File: config.mk
export PLATFORM = sky130hd
export DESIGN_NAME = alarm_clock_multi_flat
export DESIGN_NICKNAME = d
export VERILOG_FILES = /design/src/rtl/alarm_clock_multi_if.sv /design/src/rtl/alarm_clock_multi.sv /design/src/flat_wrapper.sv
export SDC_FILE = /design/constraint.sdc
export NUM_CORES = 1
export LEC_CHECK = 0
export CAP_MARGIN = 20
export CORE_UTILIZATION = 50
export DETAILED_ROUTE_END_ITERATION = 8
export PLACE_DENSITY_LB_ADDON = 0.3
export SLEW_MARGIN = 10
export SYNTH_ARGS = -nofsm -noshare
export SYNTH_HDL_FRONTEND = slang
export SYNTH_SLANG_ARGS = --single-unit
File: constraint.sdc
create_clock -name clk -period 5.6 [get_ports clk]
set_input_delay 0.84 -clock clk [delete_from_list [all_inputs] [get_ports clk]]
set_output_delay 0.84 -clock clk [all_outputs]
set_load 0.05 [all_outputs]
File: src/rtl/alarm_clock_multi_if.sv
// Control/status bundle between the panel buttons, the alarm clock core and the display decode.
// Master drives buttons, mode and enables; slave returns BCD time, alarm readback and ring status.
interface alarm_clock_multi_if #(
    parameter int NUM_ALARMS = 4
);
    localparam int SW = (NUM_ALARMS > 1) ? $clog2(NUM_ALARMS) : 1;

    logic [1:0]            mode;
    logic [SW-1:0]         alarm_sel;
    logic                  inc_hr;
    logic                  inc_min;
    logic [NUM_ALARMS-1:0] alarm_en;
    logic                  snooze;
    logic                  stop;
    logic                  hour12;
    logic [23:0]           time_bcd;
    logic [15:0]           alarm_bcd;
    logic                  pm;
    logic                  tick;
    logic                  ring;
    logic [SW-1:0]         ring_id;
    logic                  snoozing;

    modport master (
        output mode, alarm_sel, inc_hr, inc_min, alarm_en, snooze, stop, hour12,
        input  time_bcd, alarm_bcd, pm, tick, ring, ring_id, snoozing
    );

    modport slave (
        input  mode, alarm_sel, inc_hr, inc_min, alarm_en, snooze, stop, hour12,
        output time_bcd, alarm_bcd, pm, tick, ring, ring_id, snoozing
    );
endinterface

File: src/rtl/alarm_clock_multi.sv
// 24-hour BCD clock with NUM_ALARMS alarms, snooze, ring auto-silence and 12/24 h display.
// Latency: ring/snoozing one cycle after the triggering tick or button edge, display combinational; no backpressure.
module alarm_clock_multi #(
    parameter int CLK_HZ           = 50000000,
    parameter int NUM_ALARMS       = 4,
    parameter int SNOOZE_MIN       = 5,
    parameter int RING_TIMEOUT_MIN = 2
) (
    input  logic                clk,
    input  logic                rst,
    alarm_clock_multi_if.slave  bus
);
    localparam int SW = (NUM_ALARMS > 1) ? $clog2(NUM_ALARMS) : 1;
    localparam int PW = $clog2(CLK_HZ);

    typedef enum logic [1:0] {S_IDLE, S_RINGING, S_SNOOZED} state_t;

    function automatic logic [7:0] bcd_inc60(input logic [7:0] v);
        if (v == 8'h59)          return 8'h00;
        else if (v[3:0] == 4'h9) return {v[7:4] + 4'd1, 4'h0};
        else                     return {v[7:4], v[3:0] + 4'd1};
    endfunction

    function automatic logic [7:0] bcd_inc24(input logic [7:0] v);
        if (v == 8'h23)          return 8'h00;
        else if (v[3:0] == 4'h9) return {v[7:4] + 4'd1, 4'h0};
        else                     return {v[7:4], v[3:0] + 4'd1};
    endfunction

    // Returns {pm, hh} for 12-hour display of a 24-hour BCD hour.
    function automatic logic [8:0] fmt12(input logic [7:0] h);
        case (h[7:4])
            4'h0: return (h[3:0] == 4'h0) ? {1'b0, 8'h12} : {1'b0, h};
            4'h1: begin
                if (h[3:0] < 4'h2)       return {1'b0, h};
                else if (h[3:0] == 4'h2) return {1'b1, 8'h12};
                else                     return {1'b1, 4'h0, h[3:0] - 4'd2};
            end
            4'h2: begin
                if (h[3:0] < 4'h2) return {1'b1, 4'h0, h[3:0] + 4'd8};
                else               return {1'b1, 4'h1, h[3:0] - 4'd2};
            end
            default: return {1'b0, h};
        endcase
    endfunction

    logic set_time, set_alarm;
    assign set_time  = (bus.mode == 2'b01);
    assign set_alarm = (bus.mode == 2'b10);

    // armed masks the first cycle after reset so a button held through reset never fires.
    logic armed, prev_hr, prev_min, prev_snz, prev_stop;
    logic ev_hr, ev_min, ev_snz, ev_stop;

    always_ff @(posedge clk) begin
        if (!rst) begin
            armed     <= 1'b0;
            prev_hr   <= 1'b0;
            prev_min  <= 1'b0;
            prev_snz  <= 1'b0;
            prev_stop <= 1'b0;
        end else begin
            armed     <= 1'b1;
            prev_hr   <= bus.inc_hr;
            prev_min  <= bus.inc_min;
            prev_snz  <= bus.snooze;
            prev_stop <= bus.stop;
        end
    end

    assign ev_hr   = armed & bus.inc_hr  & ~prev_hr;
    assign ev_min  = armed & bus.inc_min & ~prev_min;
    assign ev_snz  = armed & bus.snooze  & ~prev_snz;
    assign ev_stop = armed & bus.stop    & ~prev_stop;

    logic [PW-1:0] pre;
    logic          tick_i;
    assign tick_i = !set_time && (pre == PW'(CLK_HZ - 1));

    always_ff @(posedge clk) begin
        if (!rst)                   pre <= '0;
        else if (set_time || tick_i) pre <= '0;
        else                        pre <= pre + PW'(1);
    end

    logic [7:0] hh, mm, ss;
    logic [7:0] hh_next, mm_next;
    logic       ss_wrap, mm_wrap;

    assign ss_wrap = tick_i && (ss == 8'h59);
    assign mm_wrap = ss_wrap && (mm == 8'h59);
    assign mm_next = ss_wrap ? bcd_inc60(mm) : mm;
    assign hh_next = mm_wrap ? bcd_inc24(hh) : hh;

    always_ff @(posedge clk) begin
        if (!rst) begin
            hh <= 8'h00;
            mm <= 8'h00;
            ss <= 8'h00;
        end else if (set_time) begin
            ss <= 8'h00;
            if (ev_min) mm <= bcd_inc60(mm);
            if (ev_hr)  hh <= bcd_inc24(hh);
        end else if (tick_i) begin
            ss <= bcd_inc60(ss);
            mm <= mm_next;
            hh <= hh_next;
        end
    end

    logic [7:0]    al_hh [NUM_ALARMS];
    logic [7:0]    al_mm [NUM_ALARMS];
    logic [SW-1:0] sel_q;
    logic          sel_ok;
    assign sel_ok = (int'(sel_q) < NUM_ALARMS);

    always_ff @(posedge clk) begin
        if (!rst) begin
            sel_q <= '0;
            for (int i = 0; i < NUM_ALARMS; i++) begin
                al_hh[i] <= 8'h00;
                al_mm[i] <= 8'h00;
            end
        end else begin
            sel_q <= bus.alarm_sel;
            if (set_alarm && sel_ok) begin
                if (ev_hr)  al_hh[sel_q] <= bcd_inc24(al_hh[sel_q]);
                if (ev_min) al_mm[sel_q] <= bcd_inc60(al_mm[sel_q]);
            end
        end
    end

    // Descending scan so the lowest matching slot is the one that sticks.
    logic          hit;
    logic [SW-1:0] hit_id;
    always_comb begin
        hit    = 1'b0;
        hit_id = '0;
        for (int i = NUM_ALARMS - 1; i >= 0; i--) begin
            if (bus.alarm_en[i] && al_hh[i] == hh_next && al_mm[i] == mm_next) begin
                hit    = 1'b1;
                hit_id = SW'(i);
            end
        end
    end

    state_t        state, state_n;
    logic [5:0]    tmr, tmr_n, tmr_inc;
    logic [SW-1:0] id_q, id_n;
    assign tmr_inc = tmr + 6'd1;

    always_ff @(posedge clk) begin
        if (!rst) begin
            state <= S_IDLE;
            tmr   <= 6'd0;
            id_q  <= '0;
        end else begin
            state <= state_n;
            tmr   <= tmr_n;
            id_q  <= id_n;
        end
    end

    always_comb begin
        state_n = state;
        tmr_n   = tmr;
        id_n    = id_q;
        if (set_time) begin
            state_n = S_IDLE;
        end else if (state != S_IDLE && !bus.alarm_en[id_q]) begin
            state_n = S_IDLE;
        end else begin
            case (state)
                S_IDLE: begin
                    if (ss_wrap && hit) begin
                        state_n = S_RINGING;
                        id_n    = hit_id;
                        tmr_n   = 6'd0;
                    end
                end
                S_RINGING: begin
                    if (ev_stop) begin
                        state_n = S_IDLE;
                    end else if (ev_snz) begin
                        state_n = S_SNOOZED;
                        tmr_n   = 6'd0;
                    end else if (mm_wrap || ss_wrap) begin
                        if (tmr_inc == 6'(RING_TIMEOUT_MIN)) state_n = S_IDLE;
                        else                                 tmr_n   = tmr_inc;
                    end
                end
                S_SNOOZED: begin
                    if (ev_stop) begin
                        state_n = S_IDLE;
                    end else if (ss_wrap) begin
                        if (tmr_inc == 6'(SNOOZE_MIN)) begin
                            state_n = S_RINGING;
                            tmr_n   = 6'd0;
                        end else begin
                            tmr_n = tmr_inc;
                        end
                    end
                end
                default: state_n = S_IDLE;
            endcase
        end
    end

    logic [8:0] t_disp, a_disp;
    logic [7:0] a_hh, a_mm;
    assign a_hh = sel_ok ? al_hh[sel_q] : 8'h00;
    assign a_mm = sel_ok ? al_mm[sel_q] : 8'h00;

    always_comb begin
        t_disp = {1'b0, hh};
        a_disp = {1'b0, a_hh};
        if (bus.hour12) begin
            t_disp = fmt12(hh);
            a_disp = fmt12(a_hh);
        end
    end

    assign bus.time_bcd  = {t_disp[7:0], mm, ss};
    assign bus.alarm_bcd = {a_disp[7:0], a_mm};
    assign bus.pm        = t_disp[8];
    assign bus.tick      = tick_i;
    assign bus.ring      = (state == S_RINGING);
    assign bus.snoozing  = (state == S_SNOOZED);
    assign bus.ring_id   = id_q;
endmodule

File: src/flat_wrapper.sv
// flat-port wrapper written by rule: the top's interface ports become plain ports
module alarm_clock_multi_flat 
#(
    parameter int CLK_HZ           = 50000000,
    parameter int NUM_ALARMS       = 4,
    parameter int SNOOZE_MIN       = 5,
    parameter int RING_TIMEOUT_MIN = 2
)
  (clk, rst, bus_mode, bus_alarm_sel, bus_inc_hr, bus_inc_min, bus_alarm_en, bus_snooze, bus_stop, bus_hour12, bus_time_bcd, bus_alarm_bcd, bus_pm, bus_tick, bus_ring, bus_ring_id, bus_snoozing);
  alarm_clock_multi_if #(.NUM_ALARMS(NUM_ALARMS)) bus_i ();
  input  logic clk;
  input  logic rst;
  input wire logic [$bits(bus_i.mode)-1:0] bus_mode;
  input wire logic [$bits(bus_i.alarm_sel)-1:0] bus_alarm_sel;
  input wire logic [$bits(bus_i.inc_hr)-1:0] bus_inc_hr;
  input wire logic [$bits(bus_i.inc_min)-1:0] bus_inc_min;
  input wire logic [$bits(bus_i.alarm_en)-1:0] bus_alarm_en;
  input wire logic [$bits(bus_i.snooze)-1:0] bus_snooze;
  input wire logic [$bits(bus_i.stop)-1:0] bus_stop;
  input wire logic [$bits(bus_i.hour12)-1:0] bus_hour12;
  output wire logic [$bits(bus_i.time_bcd)-1:0] bus_time_bcd;
  output wire logic [$bits(bus_i.alarm_bcd)-1:0] bus_alarm_bcd;
  output wire logic [$bits(bus_i.pm)-1:0] bus_pm;
  output wire logic [$bits(bus_i.tick)-1:0] bus_tick;
  output wire logic [$bits(bus_i.ring)-1:0] bus_ring;
  output wire logic [$bits(bus_i.ring_id)-1:0] bus_ring_id;
  output wire logic [$bits(bus_i.snoozing)-1:0] bus_snoozing;
  assign bus_i.mode = bus_mode;
  assign bus_i.alarm_sel = bus_alarm_sel;
  assign bus_i.inc_hr = bus_inc_hr;
  assign bus_i.inc_min = bus_inc_min;
  assign bus_i.alarm_en = bus_alarm_en;
  assign bus_i.snooze = bus_snooze;
  assign bus_i.stop = bus_stop;
  assign bus_i.hour12 = bus_hour12;
  assign bus_time_bcd = bus_i.time_bcd;
  assign bus_alarm_bcd = bus_i.alarm_bcd;
  assign bus_pm = bus_i.pm;
  assign bus_tick = bus_i.tick;
  assign bus_ring = bus_i.ring;
  assign bus_ring_id = bus_i.ring_id;
  assign bus_snoozing = bus_i.snoozing;
  alarm_clock_multi #(.CLK_HZ(CLK_HZ), .NUM_ALARMS(NUM_ALARMS), .SNOOZE_MIN(SNOOZE_MIN), .RING_TIMEOUT_MIN(RING_TIMEOUT_MIN)) u_core (.clk(clk), .rst(rst), .bus(bus_i));
endmodule
==> summary.txt <==
Run status
  • Status: finished clean

Power and ir drop
  • Worst ir drop on vdd: 0.192 mV
  • Power per cell area: 231 nW/µm²
  • Leak Pwr: 3.86 nW

Routing
  • DR pass1 iterations: 5
  • Vias: 8187
  • 1st-iter DRT viols: 613
  • Routed len/inst: 19.1 µm
  • Post-route ant nets: 0
  • Wirelength, routed: 25500 µm
  • # DRC: 0
  • Via/cell ratio: 6.15

Placement
  • Input/output buffers: 60
  • Routability cong.: 0.989
  • DP Worst Slack: 582 ps
  • Post-DP Area: 9860 µm²
  • Post-DP HPWL: 18700 µm

STA
  • Unrepaired setup endpoints after global routing: false
  • Worst setup margin: 805 ps
  • Period utilization: 85.6%
  • Slew HR: 27.6%
  • Fin Setup TNS: 0 ps
  • Measured slew at the worst slew-check pin: 1070 ps
  • Setup violations, final: 0
  • Clock Skew: 8.89 ps
  • Worst hold slack: 452 ps
  • Tmin final: 4800 ps
  • Final hold violations: 0
  • Fmax: 209 MHz
  • Max-slew violation count: 0

Finish
  • Final instance area: 10400 µm²
  • Most common cell after layout, fill and taps aside: nor2_1
  • Post-layout util: 59.6%
  • Antenna fix cells: 0
  • Area delta synth->final: 14.9%
  • Most frequent cells in the layout: nor2_1, nand2_1, dfxtp_1
  • Layout cells sized above 1: 9.22%
  • Layout Nets: 1138

Worst setup path
  • Buf+Inv Stages, Crit Path: 0
  • Reg2reg start: u_core.mm[0]
  • Crit-path cells: ha_1 -> and3b_1 -> nand4_1 -> or4_1 -> o21ai_2 -> nand2_1 -> xor2_1 -> or4_1 -> nor4_4 -> o41ai_2 -> or4_1 -> a21oi_1
  • Startpoint Class: register
  • Most used cell, CP: or4_1
  • CP arrival: 5140 ps
  • Kind of cell adding the most delay to the critical path: simple AND/OR/NAND/NOR gates
  • CP max stage cell: or4_1
  • Crit path required time: 5940 ps
  • Crit-path max cell delay: 710 ps
  • Worst-path fanout max: 16
  • Worst Setup SP: u_core.mm[0]
  • Worst Setup Path Type: register to register
  • Crit path capture type: register

Logic synthesis
  • Avg Inst Size Synth: 8.66 µm²
  • Synthesized cell area: 9090 µm²
  • Async S/R FF share, synth: 0%
  • Syn nets: 1094
  • Sequential share of the synthesized area: 35.9%
  • Post-synth cell types: 84
  • Cells after synthesis: 1049
  • EDFF count, synth: 64
  • FF+latch count, synth: 131
  • Commonest register cell after synthesis: dfxtp_1
  • Warning count from the yosys run: 0

Floorplanning
  • FP Rows: 48
  • Die Height: 137 µm
  • Starting Density: 51.8%
  • Core area: 17500 µm²
  • Die width: 137 µm
  • Die area: 18700 µm²
  • Top-Level Pins: 61

Clocking
  • H-tree depth: 4
  • Hold_buf cts: 0
  • Post-CTS Resized: 0
  • Post-CTS Setup Bufs: 0
  • Root Buffer: clkbuf_16
  • Max clock buf depth: 2
  • Clock-pin slew on the worst setup and hold paths: 60 ps
  • Sink Count: 131
  • CTS tree: yes
  • Insertion delay to the later sink of the worst-skew pair: 430 ps
  • Inserted Clock Buffers: 17

Run
  • Max cap viols: 0

GRT
  • Initial antenna violation count: 0
  • Gr usage total: 27.9%
  • GR Overflow Total: 0
  • First-pass GRT wire length: 39500 µm
  • Number of global-route vias before repair: 7419
  • Largest net degree at the start of global routing: 27

Min path
  • Hold_sp: u_core.pre[0]
  • Worst hold path type: register to register
path summary, 6_finish.rpt:
kind              slack (ps)            end  cells after the start
setup / recovery         800  u_core.tmr[5]                     12
hold / removal           450  u_core.pre[0]                      1
setup reg to reg         800  u_core.tmr[5]                     12
hold reg to reg          450  u_core.pre[0]                      1
cell families after synthesis:
family / Yosys count / share of synthesized area (%)
AND/OR/NAND/NOR: 457 / 25.7
AO/OA/AOI/OAI: 210 / 15.4
flip-flops: 131 / 35.9
multiplexers: 35 / 6.40
buffers and inverters: 105 / 4.63
adder cells (fa/ha/maj): 30 / 4.13
XOR/XNOR: 81 / 7.81
worst register-to-register path: stages (launching register included):
cell	delay, ps
dfxtp_1	690
ha_1	340
and3b_1	260
nand4_1	400
or4_1	710
o21ai_2	210
nand2_1	160
xor2_1	170
or4_1	460
nor4_4	420
o41ai_2	230
or4_1	510
a21oi_1	150
where the power goes:
group | leakage (nW) | internal [mW] | total [mW] | switching [mW]
logic | 2.37 | 0.105 | 0.276 | 0.171
clock network | 0.285 | 0.644 | 1.07 | 0.429
registers | 1.20 | 1.03 | 1.06 | 0.0365
synth_stat cells, types with 4 or more instances:
cell | n | area share, %
nor2b_1 | 9 | 0.62
ha_1 | 30 | 4.1
nand2_1 | 94 | 3.9
nor4b_1 | 4 | 0.39
a2111oi_0 | 4 | 0.39
or3_1 | 18 | 1.2
nand2b_1 | 18 | 1.2
dfxtp_1 | 67 | 15
nand3_1 | 35 | 1.9
a21oi_1 | 59 | 3.2
or4_1 | 8 | 0.66
nor4bb_1 | 5 | 0.55
o22ai_1 | 8 | 0.55
nor4_1 | 8 | 0.55
mux4_2 | 17 | 4.2
o211ai_1 | 9 | 0.74
xnor2_1 | 39 | 3.8
nand3b_1 | 9 | 0.74
mux2_2 | 5 | 0.62
mux2i_1 | 12 | 1.3
edfxtp_1 | 64 | 21
a31oi_1 | 8 | 0.55
nand4_1 | 15 | 1.0
o31ai_1 | 6 | 0.50
clkbuf_1 | 41 | 1.7
nor2_1 | 152 | 6.3
nor3_1 | 18 | 0.99
and2_1 | 14 | 0.96
and3_1 | 17 | 1.2
o21ai_0 | 44 | 2.4
xor2_1 | 42 | 4.0
or2_2 | 10 | 0.69
a211oi_1 | 13 | 1.1
inv_1 | 55 | 2.3
a21o_1 | 9 | 0.74
and3b_1 | 4 | 0.39
flip-flops by register name, summed over array words and instances (netlist names):
register,cells
u_core.al_hh,32
u_core.al_mm,32
u_core.pre,26
u_core.hh,8
u_core.mm,8
u_core.ss,8
u_core.tmr,6
u_core.bus.ring_id,2
u_core.sel_q,2
u_core.state,2
u_core.armed,1
u_core.prev_hr,1
u_core.prev_min,1
u_core.prev_snz,1
u_core.prev_stop,1
layout make-up:
type | count | area, µm²
Clock inverter | 9 | 66.3
Inverter | 55 | 206
Clock buffer | 23 | 510
Tap cell | 225 | 282
Timing Repair Buffer | 75 | 713
Sequential cell | 131 | 3260
Multi-Input combinational cell | 813 | 5400
Fill cell | 1601 | 7090
routing by layer:
layer / wire length, µm / share of wire, % / GRT usage, % / up-vias
li1: - / - / - / 3857
met1: 10900 / 43 / 37.9 / 3914
met2: 11800 / 46 / 44.2 / 353
met3: 2000 / 7.9 / 4.67 / 63
met4: 765 / 3.0 / 11.2 / 0
met5: 0 / 0 / 0 / -
metrics by stage:
stage | cells | power, mW
floorplan | 1049 | 1.26
CTS | 1330 | 2.42
global placement | 1298 | 1.35
global route | 1331 | 2.49
detailed placement | 1298 | 1.36
finish | 1331 | 2.41
Note: power is estimated with default switching activity, not from simulation.
